[config.mk]
export PLATFORM = sky130hd
export DESIGN_NAME = grid_mem_arbiter
export DESIGN_NICKNAME = d
export VERILOG_FILES = /design/src/rtl/grid_mem_arbiter.sv
export SDC_FILE = /design/constraint.sdc
export NUM_CORES = 1
export LEC_CHECK = 0
export CAP_MARGIN = 10
export CORE_AREA = 8 8 153 155
export CTS_CLUSTER_DIAMETER = 120
export CTS_CLUSTER_SIZE = 20
export DETAILED_ROUTE_END_ITERATION = 7
export DIE_AREA = 0 0 161 163
export GPL_ROUTABILITY_DRIVEN = 0
export PLACE_DENSITY = 0.76
export SLEW_MARGIN = 20
export SYNTH_ARGS = -nofsm -noshare
export SYNTH_HDL_FRONTEND = slang
export SYNTH_SLANG_ARGS = --single-unit
export TNS_END_PERCENT = 20
[constraint.sdc]
create_clock -name clk -period 2.1 [get_ports clk]
set_input_delay 0.42 -clock clk [delete_from_list [all_inputs] [get_ports clk]]
set_output_delay 0.42 -clock clk [all_outputs]
set_load 0.005 [all_outputs]
[src/rtl/grid_mem_arbiter.sv]
// Round-robin arbiter that serialises NREQ requesters onto one single-port placement RAM.
// It absorbs the RAM read latency and returns the read data to the requester that owns the access.
module grid_mem_arbiter #(
  parameter int NREQ   = 4,
  parameter int AW     = 32,
  parameter int DW     = 32,
  parameter int DEPTH  = 64,
  parameter int RD_LAT = 1
) (
  input  logic               clk,
  input  logic               reset,
  input  logic [NREQ-1:0]    req,
  input  logic [NREQ-1:0]    req_we,
  input  logic [NREQ*AW-1:0] req_addr,
  input  logic [NREQ*DW-1:0] req_wdata,
  output logic [NREQ-1:0]    gnt,
  output logic [NREQ-1:0]    rvalid,
  output logic [DW-1:0]      rdata,
  output logic               oor,
  output logic               busy,
  output logic               mem_read,
  output logic               mem_write,
  output logic [AW-1:0]      mem_addr,
  output logic [DW-1:0]      mem_dataWrite,
  input  logic [DW-1:0]      mem_dataRead
);

  localparam int PW = (NREQ > 1) ? $clog2(NREQ) : 1;
  localparam int CW = (RD_LAT > 1) ? $clog2(RD_LAT) : 1;
  localparam logic [PW:0] NREQ_W  = (PW+1)'(NREQ);
  localparam logic [AW:0] DEPTH_W = (AW+1)'(DEPTH);

  typedef enum logic [1:0] {IDLE, ISSUE, WAIT, RESP} state_t;

  state_t          state_q, state_d;
  logic [PW-1:0]   rr_ptr_q, rr_ptr_d;
  logic [PW-1:0]   owner_q, owner_d;
  logic            we_q, we_d;
  logic            range_q, range_d;
  logic [AW-1:0]   addr_q, addr_d;
  logic [DW-1:0]   wdata_q, wdata_d;
  logic [CW-1:0]   wait_cnt_q, wait_cnt_d;
  logic [DW-1:0]   rdata_q, rdata_d;
  logic [NREQ-1:0] gnt_q, gnt_d;
  logic [NREQ-1:0] rvalid_q, rvalid_d;
  logic            oor_q, oor_d;

  logic [AW-1:0]   addr_arr  [NREQ];
  logic [DW-1:0]   wdata_arr [NREQ];
  logic            sel_found;
  logic [PW-1:0]   sel_idx;
  logic            sel_in_range;
  logic [PW:0]     cand;
  logic [PW:0]     nxt_ptr;

  for (genvar gi = 0; gi < NREQ; gi++) begin : g_unpack
    assign addr_arr[gi]  = req_addr[gi*AW +: AW];
    assign wdata_arr[gi] = req_wdata[gi*DW +: DW];
  end

  // Rotating priority scan: the first active request at or after rr_ptr wins.
  always_comb begin
    sel_found = 1'b0;
    sel_idx   = '0;
    cand      = '0;
    for (int i = 0; i < NREQ; i++) begin
      cand = {1'b0, rr_ptr_q} + (PW+1)'(i);
      if (cand >= NREQ_W) cand = cand - NREQ_W;
      if (!sel_found && req[cand[PW-1:0]]) begin
        sel_found = 1'b1;
        sel_idx   = cand[PW-1:0];
      end
    end
    sel_in_range = ({1'b0, addr_arr[sel_idx]} < DEPTH_W);
  end

  always_ff @(posedge clk or negedge reset) begin
    if (!reset) state_q <= IDLE;
    else        state_q <= state_d;
  end

  always_comb begin
    state_d    = state_q;
    rr_ptr_d   = rr_ptr_q;
    owner_d    = owner_q;
    we_d       = we_q;
    range_d    = range_q;
    addr_d     = addr_q;
    wdata_d    = wdata_q;
    wait_cnt_d = wait_cnt_q;
    nxt_ptr    = {1'b0, owner_q} + (PW+1)'(1);
    if (nxt_ptr >= NREQ_W) nxt_ptr = '0;
    case (state_q)
      IDLE: begin
        if (sel_found) begin
          state_d = ISSUE;
          owner_d = sel_idx;
          we_d    = req_we[sel_idx];
          addr_d  = addr_arr[sel_idx];
          wdata_d = wdata_arr[sel_idx];
          range_d = sel_in_range;
        end
      end
      ISSUE: begin
        rr_ptr_d = nxt_ptr[PW-1:0];
        if (we_q) begin
          state_d = IDLE;
        end else if (range_q) begin
          state_d    = WAIT;
          wait_cnt_d = CW'(RD_LAT - 1);
        end else begin
          state_d = RESP;
        end
      end
      WAIT: begin
        if (wait_cnt_q == '0) state_d = RESP;
        else                  wait_cnt_d = wait_cnt_q - CW'(1);
      end
      RESP:    state_d = IDLE;
      default: state_d = IDLE;
    endcase
  end

  // Pulses are computed one cycle early so gnt/rvalid/oor leave straight from flops.
  always_comb begin
    gnt_d    = '0;
    rvalid_d = '0;
    oor_d    = 1'b0;
    rdata_d  = rdata_q;
    if (state_q == IDLE && sel_found) begin
      gnt_d[sel_idx] = 1'b1;
      oor_d          = !sel_in_range;
    end
    if (state_q == ISSUE && !we_q && !range_q) begin
      rvalid_d[owner_q] = 1'b1;
      rdata_d           = '1;
    end
    if (state_q == WAIT && wait_cnt_q == '0) begin
      rvalid_d[owner_q] = 1'b1;
      rdata_d           = mem_dataRead;
    end
    mem_read      = (state_q == ISSUE) && range_q && !we_q;
    mem_write     = (state_q == ISSUE) && range_q && we_q;
    mem_addr      = (state_q == ISSUE) ? addr_q : '0;
    mem_dataWrite = ((state_q == ISSUE) && range_q && we_q) ? wdata_q : '0;
    busy          = (state_q != IDLE);
  end

  always_ff @(posedge clk or negedge reset) begin
    if (!reset) begin
      rr_ptr_q   <= '0;
      owner_q    <= '0;
      we_q       <= 1'b0;
      range_q    <= 1'b0;
      addr_q     <= '0;
      wdata_q    <= '0;
      wait_cnt_q <= '0;
      rdata_q    <= '0;
      gnt_q      <= '0;
      rvalid_q   <= '0;
      oor_q      <= 1'b0;
    end else begin
      rr_ptr_q   <= rr_ptr_d;
      owner_q    <= owner_d;
      we_q       <= we_d;
      range_q    <= range_d;
      addr_q     <= addr_d;
      wdata_q    <= wdata_d;
      wait_cnt_q <= wait_cnt_d;
      rdata_q    <= rdata_d;
      gnt_q      <= gnt_d;
      rvalid_q   <= rvalid_d;
      oor_q      <= oor_d;
    end
  end

  assign gnt    = gnt_q;
  assign rvalid = rvalid_q;
  assign oor    = oor_q;
  assign rdata  = rdata_q;

  a_strobe_excl: assert property (@(posedge clk) disable iff (!reset) !(mem_read && mem_write));
  a_gnt_onehot:  assert property (@(posedge clk) disable iff (!reset) $onehot0(gnt_q));
  a_rv_onehot:   assert property (@(posedge clk) disable iff (!reset) $onehot0(rvalid_q));

endmodule
==> results by group <==
Global route
  • GR Util met2: 0.368
  • M1 GR Usage: 0.246
  • Global-route wire length before repair: 44300 um
  • Antenna violations before repair: 0
  • GRT Util Overall: 0.215
  • Number of global-route vias before repair: 7984
  • M3 GR Usage: 0.0645
  • Gr ovfl total: 0
  • Pin count of the biggest net entering global routing: 114
  • Most crowded layer after global routing: met2

Die
  • Initial Util: 0.325
  • Die X: 161 um
  • Row cnt: 53
  • DIE AREA: 26200 um^2
  • Num ports: 406
  • DIE HEIGHT: 163 um
  • Core area: 20800 um^2

Routing
  • Via density: 4.85
  • ANT nets after route: 0
  • Final WL: 28500 um
  • Vias: 7399
  • Iteration-0 DRC Markers: 405
  • DRT Pass-1 Iters: 5
  • Per-cell routed wire length: 18.6 um
  • Residual DRC: 0

Worst setup path
  • Critical Path, Cell by Cell: nand2b_1 > a21oi_2 > or2_4 > buf_4 > mux2i_2 > mux2_4 > nand4_1 > nor4_4 > a22o_1
  • Slowest cell on the critical path: dfrtp_2
  • Crit end category: register
  • Crit start category: register
  • Setup CP Type: reg2reg
  • CP required: 2.44 ns
  • Arrival time at the worst endpoint: 2.66 ns
  • Crit path max fanout: 7
  • R2r worst-path depth: 9
  • Slowest Stage Delay on Critical Path: 0.44 ns

Worst hold path
  • Worst Hold Class: in2async

Timing
  • Slew Limit Fails: 0
  • FMAX: 432 MHz
  • Fin worst setup slack: -0.217 ns
  • Hold Slack: 0.0988 ns
  • Tmin final: 2.32 ns
  • Slew headroom: 0.591
  • Final worst-path cycle share: 1.10
  • Slew @ Worst Pin: 0.613 ns
  • Setup Skew: 0.0190 ns
  • Fin. Hold Viols: 0
  • Setup TNS: -0.421 ns
  • RSZ-0062 raised after global routing: yes
  • Setup-failing EPs final: 2

Synthesis
  • Synth Flop Type: dfrtp_1
  • Sequential fraction of the synthesis area: 0.417
  • Yosys reg bits: 113
  • Area share of the largest cell type after synthesis: 0.417
  • Post-Syn Nets: 1132
  • Ys async rst share: 1.00
  • Netlist cell types: 34
  • Mapped Area: 6780 um^2
  • Post-synth EDFFs: 0
  • Most frequent cells after synthesis: 269 x nand2_1, 113 x dfrtp_1, 79 x nand3_1
  • Syn Area/Cell: 8.20 um^2
  • Area leader, netlist: dfrtp_1
  • Cells after Synth: 826
  • Most area-consuming cells after synthesis: dfrtp_1 42%, nand2_1 15%, mux2i_1 7.8%, and2_1 5.9%, nand3_1 5.8%
  • Yosys warnings: 0
  • Most common cell in the netlist: nand2_1

Clock tree
  • Hold_buf cts: 0
  • CTS tree: yes
  • Clock-pin slew on the worst setup and hold paths: 0.05 ns
  • CTS Buffer Depth: 2
  • Total CTS buffers: 17
  • Htree depth: 4
  • Clock Latency Late Sink: 0.41 ns
  • Clock Sinks: 113
  • CTS root buf: clkbuf_16

Power
  • Cell leakage power: 5.47 nW
  • Cell Pwr Density: 1150 nW/um^2
  • Maximum vdd drop: 0.000488 V

Flow run
  • Total of max-cap violations: 0

Final layout
  • Share of cells above drive strength 1: 0.145
  • Area Overhead vs Synth: 77.7%
  • Fillers: 1909
  • Diode count: 0
  • Nets@finish: 1547

Outcome
  • Status: complete, but fails checks
  • Failing checks: negative setup slack

Placed design
  • Dpl hpwl: 22500 um
  • I/O Buffers: 405
where the power goes:
part           switching (mW)  internal (mW)  leakage (nW)
clock network           0.964           1.79         0.277
registers               0.500           3.16          1.32
logic                    3.75           3.67          3.86
path summary, 6_finish.rpt:
check	start	to	slack, ns
setup / recovery	rr_ptr_q[1]$_DFFE_PN0P_	range_q$_DFFE_PN0P_	-0.22
hold / removal	reset	addr_q[1]$_DFFE_PN0P_	0.1
setup reg to reg	rr_ptr_q[1]$_DFFE_PN0P_	range_q$_DFFE_PN0P_	-0.22
hold reg to reg	addr_q[23]$_DFFE_PN0P_	addr_q[23]$_DFFE_PN0P_	0.47
max in group asynchronous	reset	rdata[12]$_DFFE_PN0P_	1.54
min in group clk	addr_q[23]$_DFFE_PN0P_	addr_q[23]$_DFFE_PN0P_	0.47
logic make-up after synthesis:
family | Yosys count | synth area share
AOI/OAI and AO/OA | 116 | 0.108
adders and majority gates | 8 | 0.0148
buffers and inverters | 68 | 0.0454
DFF | 113 | 0.417
muxes | 79 | 0.121
and+or+nand+nor | 442 | 0.293
registers in the layout, indices dropped and copies added, names as in the netlist, named ones only:
name,cells
addr_q,32
gnt,4
oor,1
owner_q,2
range_q,1
rdata,32
rr_ptr_q,2
rvalid,4
state_q,1
wdata_q,32
we_q,1
layout make-up:
type                       instances  area, um^2  share of cell area
sequential                       113        2830               0.235
inverter                           4        15.0             0.00125
clock buffer                      20         457              0.0379
tap                              275         344              0.0286
clock inverter                    10         113             0.00935
timing repair buffer             460        4540               0.377
multi-input combinational        645        3750               0.311
per-layer routing:
metal,wire (um),part of all wire
met1,11400,0.40
met4,920,0.032
met5,0,0
met2,14200,0.50
met3,1980,0.070
per-stage QoR:
stage	power [mW]	worst slack [ns]	util	cell area, um^2	cells
detailed placement	11.1	-0.709	0.548	11400	1490
global route	14.9	-0.374	0.578	12000	1527
global placement	10.9	-0.561	0.548	11400	1490
floorplan	7.56	-0.0293	-	6790	826
finish	13.8	-0.217	0.578	12000	1527
CTS	13.8	-0.214	0.579	12100	1529
layout by cell type (no fill, tap or decap), types with 24 or more instances in the layout:
cell and count:
buf_4 32, nand2_1 269, dfrtp_1 112, buf_2 24
mux2i_1 51, o21ai_0 62, and2_1 52, o22a_1 32
clkdlybuf4s50_1 335, nand3_1 79
critical path: cells and delay by family (launching register included):
kind | cells | cell delay [ns]
simple gates | 4 | 0.88
compound gates | 2 | 0.34
flops | 1 | 0.44
buf+inv | 1 | 0.17
mux | 2 | 0.44
repair_timing:
action	4_1_cts	5_1_grt
cloned	3	0
buffers inserted	6	2
pin swaps	11	3
setup endpoints to repair	95	76
resized for setup	188	81
Power figures use the tool's default switching activity.
